### src/rtl/pipe2_skid.sv
// pipe2_skid: decode->execute stage register with valid/ready handshake, sync flush
// and optional two-entry skid buffer (define PIPE2_SKID_EN to enable the skid).
module pipe2_skid #(
    parameter int unsigned DW  = 128,
    parameter int unsigned AW  = 21,
    parameter int unsigned BEW = DW / 8
) (
    input  logic           clk,
    input  logic           reset,
    input  logic           flush,
    input  logic           in_valid,
    output logic           in_ready,
    output logic           out_valid,
    input  logic           out_ready,
    input  logic [0:4]     aluop_in,
    output logic [0:4]     aluop_out,
    input  logic [0:2]     ppp_in,
    output logic [0:2]     ppp_out,
    input  logic [0:1]     ww_in,
    output logic [0:1]     ww_out,
    input  logic [0:1]     memop_in,
    output logic           memWrEn_out,
    output logic           memEn_out,
    input  logic [0:AW-1]  memAddr_in,
    output logic [0:AW-1]  memAddr_out,
    input  logic [0:BEW-1] wbyteen_in,
    output logic [0:BEW-1] wbyteen_out,
    input  logic           regwren_in,
    output logic           regwren_out,
    input  logic [0:4]     rwraddrd_in,
    output logic [0:4]     rwraddrd_out,
    input  logic           reginmuxop_in,
    output logic           reginmuxop_out,
    input  logic [0:DW-1]  rd1data_in,
    output logic [0:DW-1]  rd1data_out,
    input  logic [0:DW-1]  rd2data_in,
    output logic [0:DW-1]  rd2data_out
);

    localparam int unsigned PW = 5 + 3 + 2 + 2 + AW + BEW + 1 + 5 + 1 + 2 * DW;

    typedef enum logic [1:0] {
        ST_EMPTY = 2'd0,
        ST_ONE   = 2'd1,
        ST_TWO   = 2'd2
    } state_t;

    state_t        state_q;
    state_t        state_d;
    logic [PW-1:0] in_pl;
    logic [PW-1:0] main_q;
    logic          load_main;
    logic          mem_en_dec;
    logic          mem_wr_dec;

    // memop 1x enables memory, 11 is a write; 01 is reserved and decodes to idle
    assign mem_en_dec = memop_in[0];
    assign mem_wr_dec = memop_in[0] & memop_in[1];

    assign in_pl = {aluop_in, ppp_in, ww_in, mem_en_dec, mem_wr_dec, memAddr_in,
                    wbyteen_in, regwren_in, rwraddrd_in, reginmuxop_in,
                    rd1data_in, rd2data_in};

    assign {aluop_out, ppp_out, ww_out, memEn_out, memWrEn_out, memAddr_out,
            wbyteen_out, regwren_out, rwraddrd_out, reginmuxop_out,
            rd1data_out, rd2data_out} = main_q;

    assign out_valid = (state_q != ST_EMPTY);

`ifdef PIPE2_SKID_EN
    logic [PW-1:0] skid_q;
    logic          load_skid;
    logic          take_skid;

    assign in_ready = (state_q != ST_TWO);

    // next-state and load controls; flush overrides everything
    always_comb begin
        state_d   = state_q;
        load_main = 1'b0;
        load_skid = 1'b0;
        take_skid = 1'b0;
        case (state_q)
            ST_EMPTY: begin
                if (in_valid) begin
                    state_d   = ST_ONE;
                    load_main = 1'b1;
                end
            end
            ST_ONE: begin
                if (in_valid && out_ready) begin
                    load_main = 1'b1;
                end else if (in_valid) begin
                    state_d   = ST_TWO;
                    load_skid = 1'b1;
                end else if (out_ready) begin
                    state_d = ST_EMPTY;
                end
            end
            ST_TWO: begin
                if (out_ready) begin
                    state_d   = ST_ONE;
                    take_skid = 1'b1;
                end
            end
            default: state_d = ST_EMPTY;
        endcase
        if (flush) begin
            state_d   = ST_EMPTY;
            load_main = 1'b0;
            load_skid = 1'b0;
            take_skid = 1'b0;
        end
    end

    always_ff @(posedge clk or negedge reset) begin
        if (!reset) begin
            main_q <= '0;
            skid_q <= '0;
        end else begin
            if (load_main) begin
                main_q <= in_pl;
            end else if (take_skid) begin
                main_q <= skid_q;
            end
            if (load_skid) begin
                skid_q <= in_pl;
            end
        end
    end
`else
    assign in_ready = out_ready | ~out_valid;

    // single-entry variant: accept only when the held entry leaves this cycle
    always_comb begin
        state_d   = state_q;
        load_main = 1'b0;
        case (state_q)
            ST_EMPTY: begin
                if (in_valid) begin
                    state_d   = ST_ONE;
                    load_main = 1'b1;
                end
            end
            ST_ONE: begin
                if (in_valid && out_ready) begin
                    load_main = 1'b1;
                end else if (out_ready) begin
                    state_d = ST_EMPTY;
                end
            end
            default: state_d = ST_EMPTY;
        endcase
        if (flush) begin
            state_d   = ST_EMPTY;
            load_main = 1'b0;
        end
    end

    always_ff @(posedge clk or negedge reset) begin
        if (!reset) begin
            main_q <= '0;
        end else if (load_main) begin
            main_q <= in_pl;
        end
    end
`endif

    always_ff @(posedge clk or negedge reset) begin
        if (!reset) begin
            state_q <= ST_EMPTY;
        end else begin
            state_q <= state_d;
        end
    end

endmodule

### config.mk
export PLATFORM = sky130hd
export DESIGN_NAME = pipe2_skid
export DESIGN_NICKNAME = d
export VERILOG_FILES = /design/src/rtl/pipe2_skid.sv
export SDC_FILE = /design/constraint.sdc
export NUM_CORES = 1
export LEC_CHECK = 0
export ABC_AREA = 1
export CORE_AREA = 2 2 246 248
export CTS_CLUSTER_DIAMETER = 80
export CTS_CLUSTER_SIZE = 28
export DETAILED_ROUTE_END_ITERATION = 8
export DIE_AREA = 0 0 248 250
export PLACE_DENSITY = 0.43
export SLEW_MARGIN = 20
export SYNTH_ARGS = -nofsm -noshare
export SYNTH_HDL_FRONTEND = slang
export SYNTH_SLANG_ARGS = --single-unit
### constraint.sdc
create_clock -name clk -period 1.6 [get_ports clk]
set_input_delay 0.16 -clock clk [delete_from_list [all_inputs] [get_ports clk]]
set_output_delay 0.16 -clock clk [all_outputs]
set_load 0.05 [all_outputs]
Word-level counts from Yosys, hierarchy flattened
Cells that the tools add are included.
{ "totals": {"register_bits": 314, "inputBits": 317, "out_inout_bits": 314} }
{ "op_classes": {"eq_ne": 4, "muxes": 9, "bitwise": 3, "reduce_logical": 4} }
{ "op_table": {"columns": ["op", "n"], "rows": [
  ["3-bit != test, second input constant", 3],
  ["2-bit two-way mux", 4],
  ["2-bit case mux with 2 select lines", 1],
  ["1-bit two-way mux", 3],
  ["3-bit AND reduction", 1],
  ["2-bit by 1-bit equality test with 1-bit output, second input constant", 1],
  ["2-bit logical NOT", 1],
  ["1-bit case mux with 2 select lines", 1],
  ["2-bit nonzero test", 1],
  ["1-bit AND", 1],
  ["1-bit logical AND", 1],
  ["1-bit inverter", 1],
  ["1-bit OR", 1]
]} }

Depth between registers and ports, before layout
Gate-level depths: netlist (run 1).
{ "logic_depth": {"ltp_word": 4, "ltp_mapped": 7, "ltp_nobuf": 5} }

Worst setup path before layout (run 1)
OpenSTA, ideal clock, no wires.
{ "synth_timing": {"kind": "register to register", "from": "register state_q[0]", "to": "register main_q[278]", "setup_time_ps": 69, "arrival_ps": 1640, "t_required_ps": 1531, "slack_ps": -109, "stages_incl_launch_ff": 5, "synth_period_minus_slack_ps": 1709, "cell_sequence": "dfrtp_1 > nand2_2 > buf_1 > nand3_1 > nand2_1"} }
{ "synth_via": {"elab_chain_cells": 3, "word_cells_on_any_way": 4} }
{ "synth_lines": {"columns": ["element", "line_no", "source"], "rows": [
  ["start, declared", "48", "state_t state_q;"],
  ["start signal, assigned", "173", "state_q <= state_d;"],
  ["2-bit by 1-bit equality test with 1-bit output or 2-bit logical NOT (tied branches)", "138", "case (state_q)"],
  ["1-bit case mux with 2 select lines (*)", "138", null],
  ["1-bit two-way mux (*)", "154", "if (flush) begin"],
  ["end signal, assigned", "164", "main_q <= in_pl;"],
  ["end, declared", "51", "logic [PW-1:0] main_q;"]
]} }
Every way passes the cells marked *; elsewhere a longest branch is shown, timed or not.
A chain may end at the register's enable or synchronous reset.

Final worst setup path (run 1)
{ "layout_timing": {"from": "register state_q[0]", "to": "output in_ready"} }
{ "layout_via": {"elab_chain_cells": 3} }
{ "layout_lines": {"columns": ["element", "line_no", "source"], "rows": [
  ["2-bit nonzero test", "68", "assign out_valid = (state_q != ST_EMPTY);"],
  ["1-bit inverter", "132", "assign in_ready = out_ready | ~out_valid;"],
  ["1-bit OR", "132", null],
  ["end, declared", "12", "output logic in_ready,"]
]} }
No other way between the ends.

==> impl_metrics.ini, run 1 <==
[logic_synthesis]
yosysWarnings = 0
synth_cell_types = 11
synthCells = 1359
syn-num-nets = 1676
netlist_area_um2 = 12300
synth-seq-cells = 313
syn_area_per_cell_um2 = 9.048
seq_area_frac_synth_pct = 63.70

[layout]
final_common_cell = nand2_1
final_cells = 2821
drive_above_1_share_pct = 22.73
design_area_um2 = 20490
layout_common_cells = nand2_1 (625), buf_4 (375), clkdlybuf4s50_1 (315)
syn2layout_area_growth_pct = 66.66
nets = 2329

[power_and_ir_drop]
power.leakage_nw = 10.47
pwr_density_cell_nw_per_um2 = 1288
ir_drop_mv = 0.7483

[worst_setup_path]
critical_path.startpoint = state_q[0]$_DFFE_PN0P_
endpoint = in_ready
reg2reg_to = main_q[31]$_DFFE_PN0P_
cp.required_ps = 1440
cp_slowest_stage_delay_ps = 450
reg2reg_setup_slack_ps = 130
rr_worst_depth = 6
crit_chain = nand2_8, buf_16, buf_12
r2r-start = state_q[0]$_DFFE_PN0P_
worstPathArrival_ps = 1350
end_kind = primary output
worstSetupPathType = register to primary output
critical_path.startpoint_type = register
cpMaxStageDelayCell = dfrtp_2
cp_max_fo = 2

[timing]
period_needed_ps = 1513
rsz0062_at_grt = false
slew_violations = 0
slew_headroom_pct = 71.23
fmax_ghz = 0.6608
worst_pin_slew_ps = 431.5
fin_skew_ps = 21.01
hold_violations = 0
post-route-period-util_pct = 94.58
setup_viol = 0

[job]
drv_cap = 0

[clock_network]
cts_tree = built
cts_buffer_depth = 3
clkSlewWorstSetupHoldPaths_ps = 80
htreeDepth = 1
cts_made_buffers = 28
clock-sinks = 313
insertion_delay_ps = 570
cts_root_buffer = clkbuf_16

[floorplanning]
start_util_pct = 20.64
top_level_ports = 631
row_count = 90
core_um2 = 59570
dieHeight_um = 250
dieArea_um2 = 62000
die_x_um = 248

[detailed_routing]
first_iter_violations = 508
vias_per_cell = 4.140
post_drt_wl_per_cell_um = 18.20
drt-total-wl_um = 51340
ant_nets = 0
drc = 0
dr.pass1.iters = 4
via_count = 11680

[hold_path]
hold_path.class = primary input to asynchronous set/reset pin

[place]
placed_area_um2 = 19390
dp.cells = 2760
gp_congestion = 0.8055
io_buffer_count = 630
place_hpwl_um = 38300

[global_routing]
grt_max_degree = 57
grt_overflow = 0
grt.total_usage_pct = 15.92
grt_pass1_wl_um = 75620
antenna_found_initial = 5
grt_pass1_vias = 11860

[run_status]
outcome = complete, no violations
==> worst min path at each step <==
stage                   start                 endpoint  slack, ps
6_report                reset   main_q[77]$_DFFE_PN0P_        120
5_1_grt        rd2data_in[93]   main_q[34]$_DFFE_PN0P_        110
4_1_cts        memAddr_in[14]  main_q[285]$_DFFE_PN0P_         90
3_5_place_dp            reset  main_q[237]$_DFFE_PN0P_        120
3_3_place_gp            reset  main_q[237]$_DFFE_PN0P_        130
2_1_floorplan           reset    main_q[0]$_DFFE_PN0P_       -140
==> worst max-delay path, delay by kind of cell, from the launching register on <==
kind                   cells  cell delay [ps]
DFF                        1              450
buffers and inverters      2              240
and+or+nand+nor            1               80
==> stage by stage <==
stage / setup WS (ps) / utilization [%] / hold slack, ps / TNS, ps / power (mW)
6_report: 86.72 / 34.40 / 115.6 / 0 / 26.39
5_1_grt: 28.58 / 34.40 / 109.5 / 0 / 27.68
4_1_cts: 36.35 / 34.38 / 91.03 / 0 / 26.86
3_5_place_dp: -126.3 / 32.56 / 118.9 / -21380 / 19.13
3_3_place_gp: -95.94 / 32.56 / 125.3 / -15980 / 19.07
2_1_floorplan: 154.0 / - / -135.6 / 0 / 15.16
==> per-layer routing <==
metal	share of wire, %	wire [µm]	GRT usage, %
met5	0	0	0
met4	2.7	1398	5.235
met3	7.1	3659	3.732
met2	51	26120	27.62
met1	39	20160	19.21
==> registers in the layout, indices dropped and copies added, names as in the netlist <==
signal   cells
state_q      1
main_q     312
==> cells by family (layout without fill, tap and decap cells) <==
family / after synthesis / count (layout) / share of synthesized area [%]
buffers and inverters: 105 / 779 / 4.294
and+or+nand+nor: 940 / 940 / 31.97
other: 0 / 6 / 0
DFF: 313 / 313 / 63.70
AOI/OAI and AO/OA: 1 / 1 / 0.04066
==> synthesized netlist by cell type <==
library cell | count | area, µm²
buf_4 | 8 | 60.06
nor2_4 | 1 | 11.26
buf_1 | 4 | 15.01
nand2_2 | 2 | 12.51
clkbuf_1 | 7 | 26.28
nand3_1 | 312 | 1562
a21oi_1 | 1 | 5.000
buf_2 | 83 | 415.4
dfrtp_1 | 313 | 7833
inv_1 | 3 | 11.26
nand2_1 | 625 | 2346
==> report_power, final <==
group | internal [mW] | switching (mW)
clock | 4.06 | 3.44
combinational | 2.91 | 6.25
sequential | 9.05 | 0.681
total | 16.0 | 10.4
==> repair_timing <==
action,in CTS,in global routing
gates resized for setup,2,0
hold buffers,1,0
buffers inserted,2,0
hold endpoints to repair,313,0
setup endpoints to repair,1,0
==> layout make-up <==
class	count	area (µm²)
Multi-Input combinational cell	941	3964
Sequential cell	313	7834
Inverter	3	11.26
Tap cell	782	978.4
Clock buffer	31	733.2
Antenna cell	6	15.01
Fill cell	6185	39080
Clock inverter	20	271.5
Timing Repair Buffer	725	6686
(Power assumes the default switching activity.)
==> run 2, diff against run 1 <==
RECOVER_POWER = 25   (was unset)
==> run 2 against run 1 <==
Register-to-register slack about the same. Sequential power barely moved. Highest routed layer unchanged. Largest power group unchanged. Clock power barely moved.
==> impl_metrics.ini, run 2 (synthesis gave the netlist of run 1 again) <==
[run_status]
outcome = complete, no violations

[floorplanning]
row_count = 90
top_level_ports = 631
start_util_pct = 20.64
dieHeight_um = 250
die_x_um = 248
dieArea_um2 = 62000
core_um2 = 59570

[clock_network]
cts_tree = built
cts_root_buffer = clkbuf_16
clock-sinks = 313
cts_buffer_depth = 3
insertion_delay_ps = 570
htreeDepth = 1
clkSlewWorstSetupHoldPaths_ps = 80
cts_made_buffers = 28

[global_routing]
grt_overflow = 0
grt_pass1_wl_um = 75620
grt_max_degree = 57
antenna_found_initial = 5
grt_pass1_vias = 11860
grt.total_usage_pct = 15.92

[timing]
worst_pin_slew_ps = 948.6
slew_violations = 0
fmax_ghz = 0.6605
rsz0062_at_grt = false
setup_tns_ps = 0
fin_skew_ps = 21.32
setup_viol = 0
period_needed_ps = 1514
slew_headroom_pct = 36.76
post-route-period-util_pct = 94.63
hold_violations = 0

[detailed_routing]
via_count = 11680
post_drt_wl_per_cell_um = 18.21
dr.pass1.iters = 5
drc = 0
ant_nets = 0
vias_per_cell = 4.139
first_iter_violations = 522
drt-total-wl_um = 51360

[worst_setup_path]
cp.required_ps = 1440
worstPathArrival_ps = 1350
cp_max_fo = 2
rr_worst_depth = 6
r2r-start = state_q[0]$_DFFE_PN0P_
reg2reg_setup_slack_ps = 130
worstSetupPathType = register to primary output
end_kind = primary output
critical_path.startpoint = state_q[0]$_DFFE_PN0P_
reg2reg_to = main_q[31]$_DFFE_PN0P_
critical_path.startpoint_type = register

[job]
drv_cap = 0

[layout]
drive_above_1_share_pct = 22.53
largest_register_ffs = 312
syn2layout_area_growth_pct = 65.96
layout_common_cells = nand2_1 (625), buf_4 (371), clkdlybuf4s50_1 (315)
final_common_cell = nand2_1
reg_top3 = main_q x312, state_q x1
nets = 2329
regMostFlops = main_q
design_area_um2 = 20410

[power_and_ir_drop]
total_power_mw = 26.37
pwr_density_cell_nw_per_um2 = 1292
power.leakage_nw = 10.43
ir_drop_mv = 0.7481

[hold_path]
hold_path.class = primary input to asynchronous set/reset pin

[place]
io_buffer_count = 630
gp_congestion = 0.8055
placed_area_um2 = 19390
place_hpwl_um = 38300
==> run 2: routing by layer <==
metal / wire, µm / track usage [%] / share of wire, %
met5: 0 / 0 / 0
met4: 1394 / 5.235 / 2.7
met3: 3666 / 3.732 / 7.1
met2: 26140 / 27.62 / 51
met1: 20160 / 19.21 / 39
==> run 2: per-stage QoR <==
step                instances  worst slack, ps  hold slack, ps  util (%)
finish                   2821            85.93           91.00     34.26
global route             2820            28.58           92.87     34.26
CTS                      2815            36.35           91.03     34.38
detailed placement       2760           -126.3           118.9     32.56
global placement         2760           -95.94           125.3     32.56
floorplan                1359            154.0          -135.6         -
==> run 2: repair_timing <==
action	4_1_cts	5_1_grt
setup endpoints to repair	1	0
gates resized for setup	2	0
hold endpoints to repair	313	0
hold buffers	1	0
buffers inserted	2	0
==> run 2: where the power goes <==
part / leakage [nW] / internal [mW] / switching [mW]
Combinational: 6.08 / 2.89 / 6.25
Sequential: 3.87 / 9.05 / 0.679
Clock: 0.478 / 4.06 / 3.44
==> run 2: worst max-delay path by stage <==
stage / to / slack [ps] / cells after the start
2_1_floorplan: main_q[10]$_DFFE_PN0P_ / 150 / 6
3_3_place_gp: main_q[293]$_DFFE_PN0P_ / -100 / 8
3_5_place_dp: main_q[280]$_DFFE_PN0P_ / -130 / 6
4_1_cts: in_ready / 40 / 3
5_1_grt: in_ready / 30 / 3
6_report: in_ready / 90 / 3
==> run 2: final cells by class <==
cell class                 count  area (µm²)
antenna                        6       15.01
clock buffer                  31       733.2
clock inverter                20       271.5
fill                        6197       39160
inverter                       3       11.26
multi-input combinational    941        3964
sequential                   313        7834
tap                          782       978.4
timing repair buffer         725        6601
==> run 2: worst max-delay path: stages, from the launching register on <==
cell and delay [ps]:
dfrtp_2 450, nand2_8 80, buf_16 110, buf_12 130
==> run 3, diff against run 2 <==
ABC_CLOCK_PERIOD_IN_PS = 1600   (was unset)
==> results of run 3 <==
The final DEF is identical to that of run 2; final timing and power are the same.
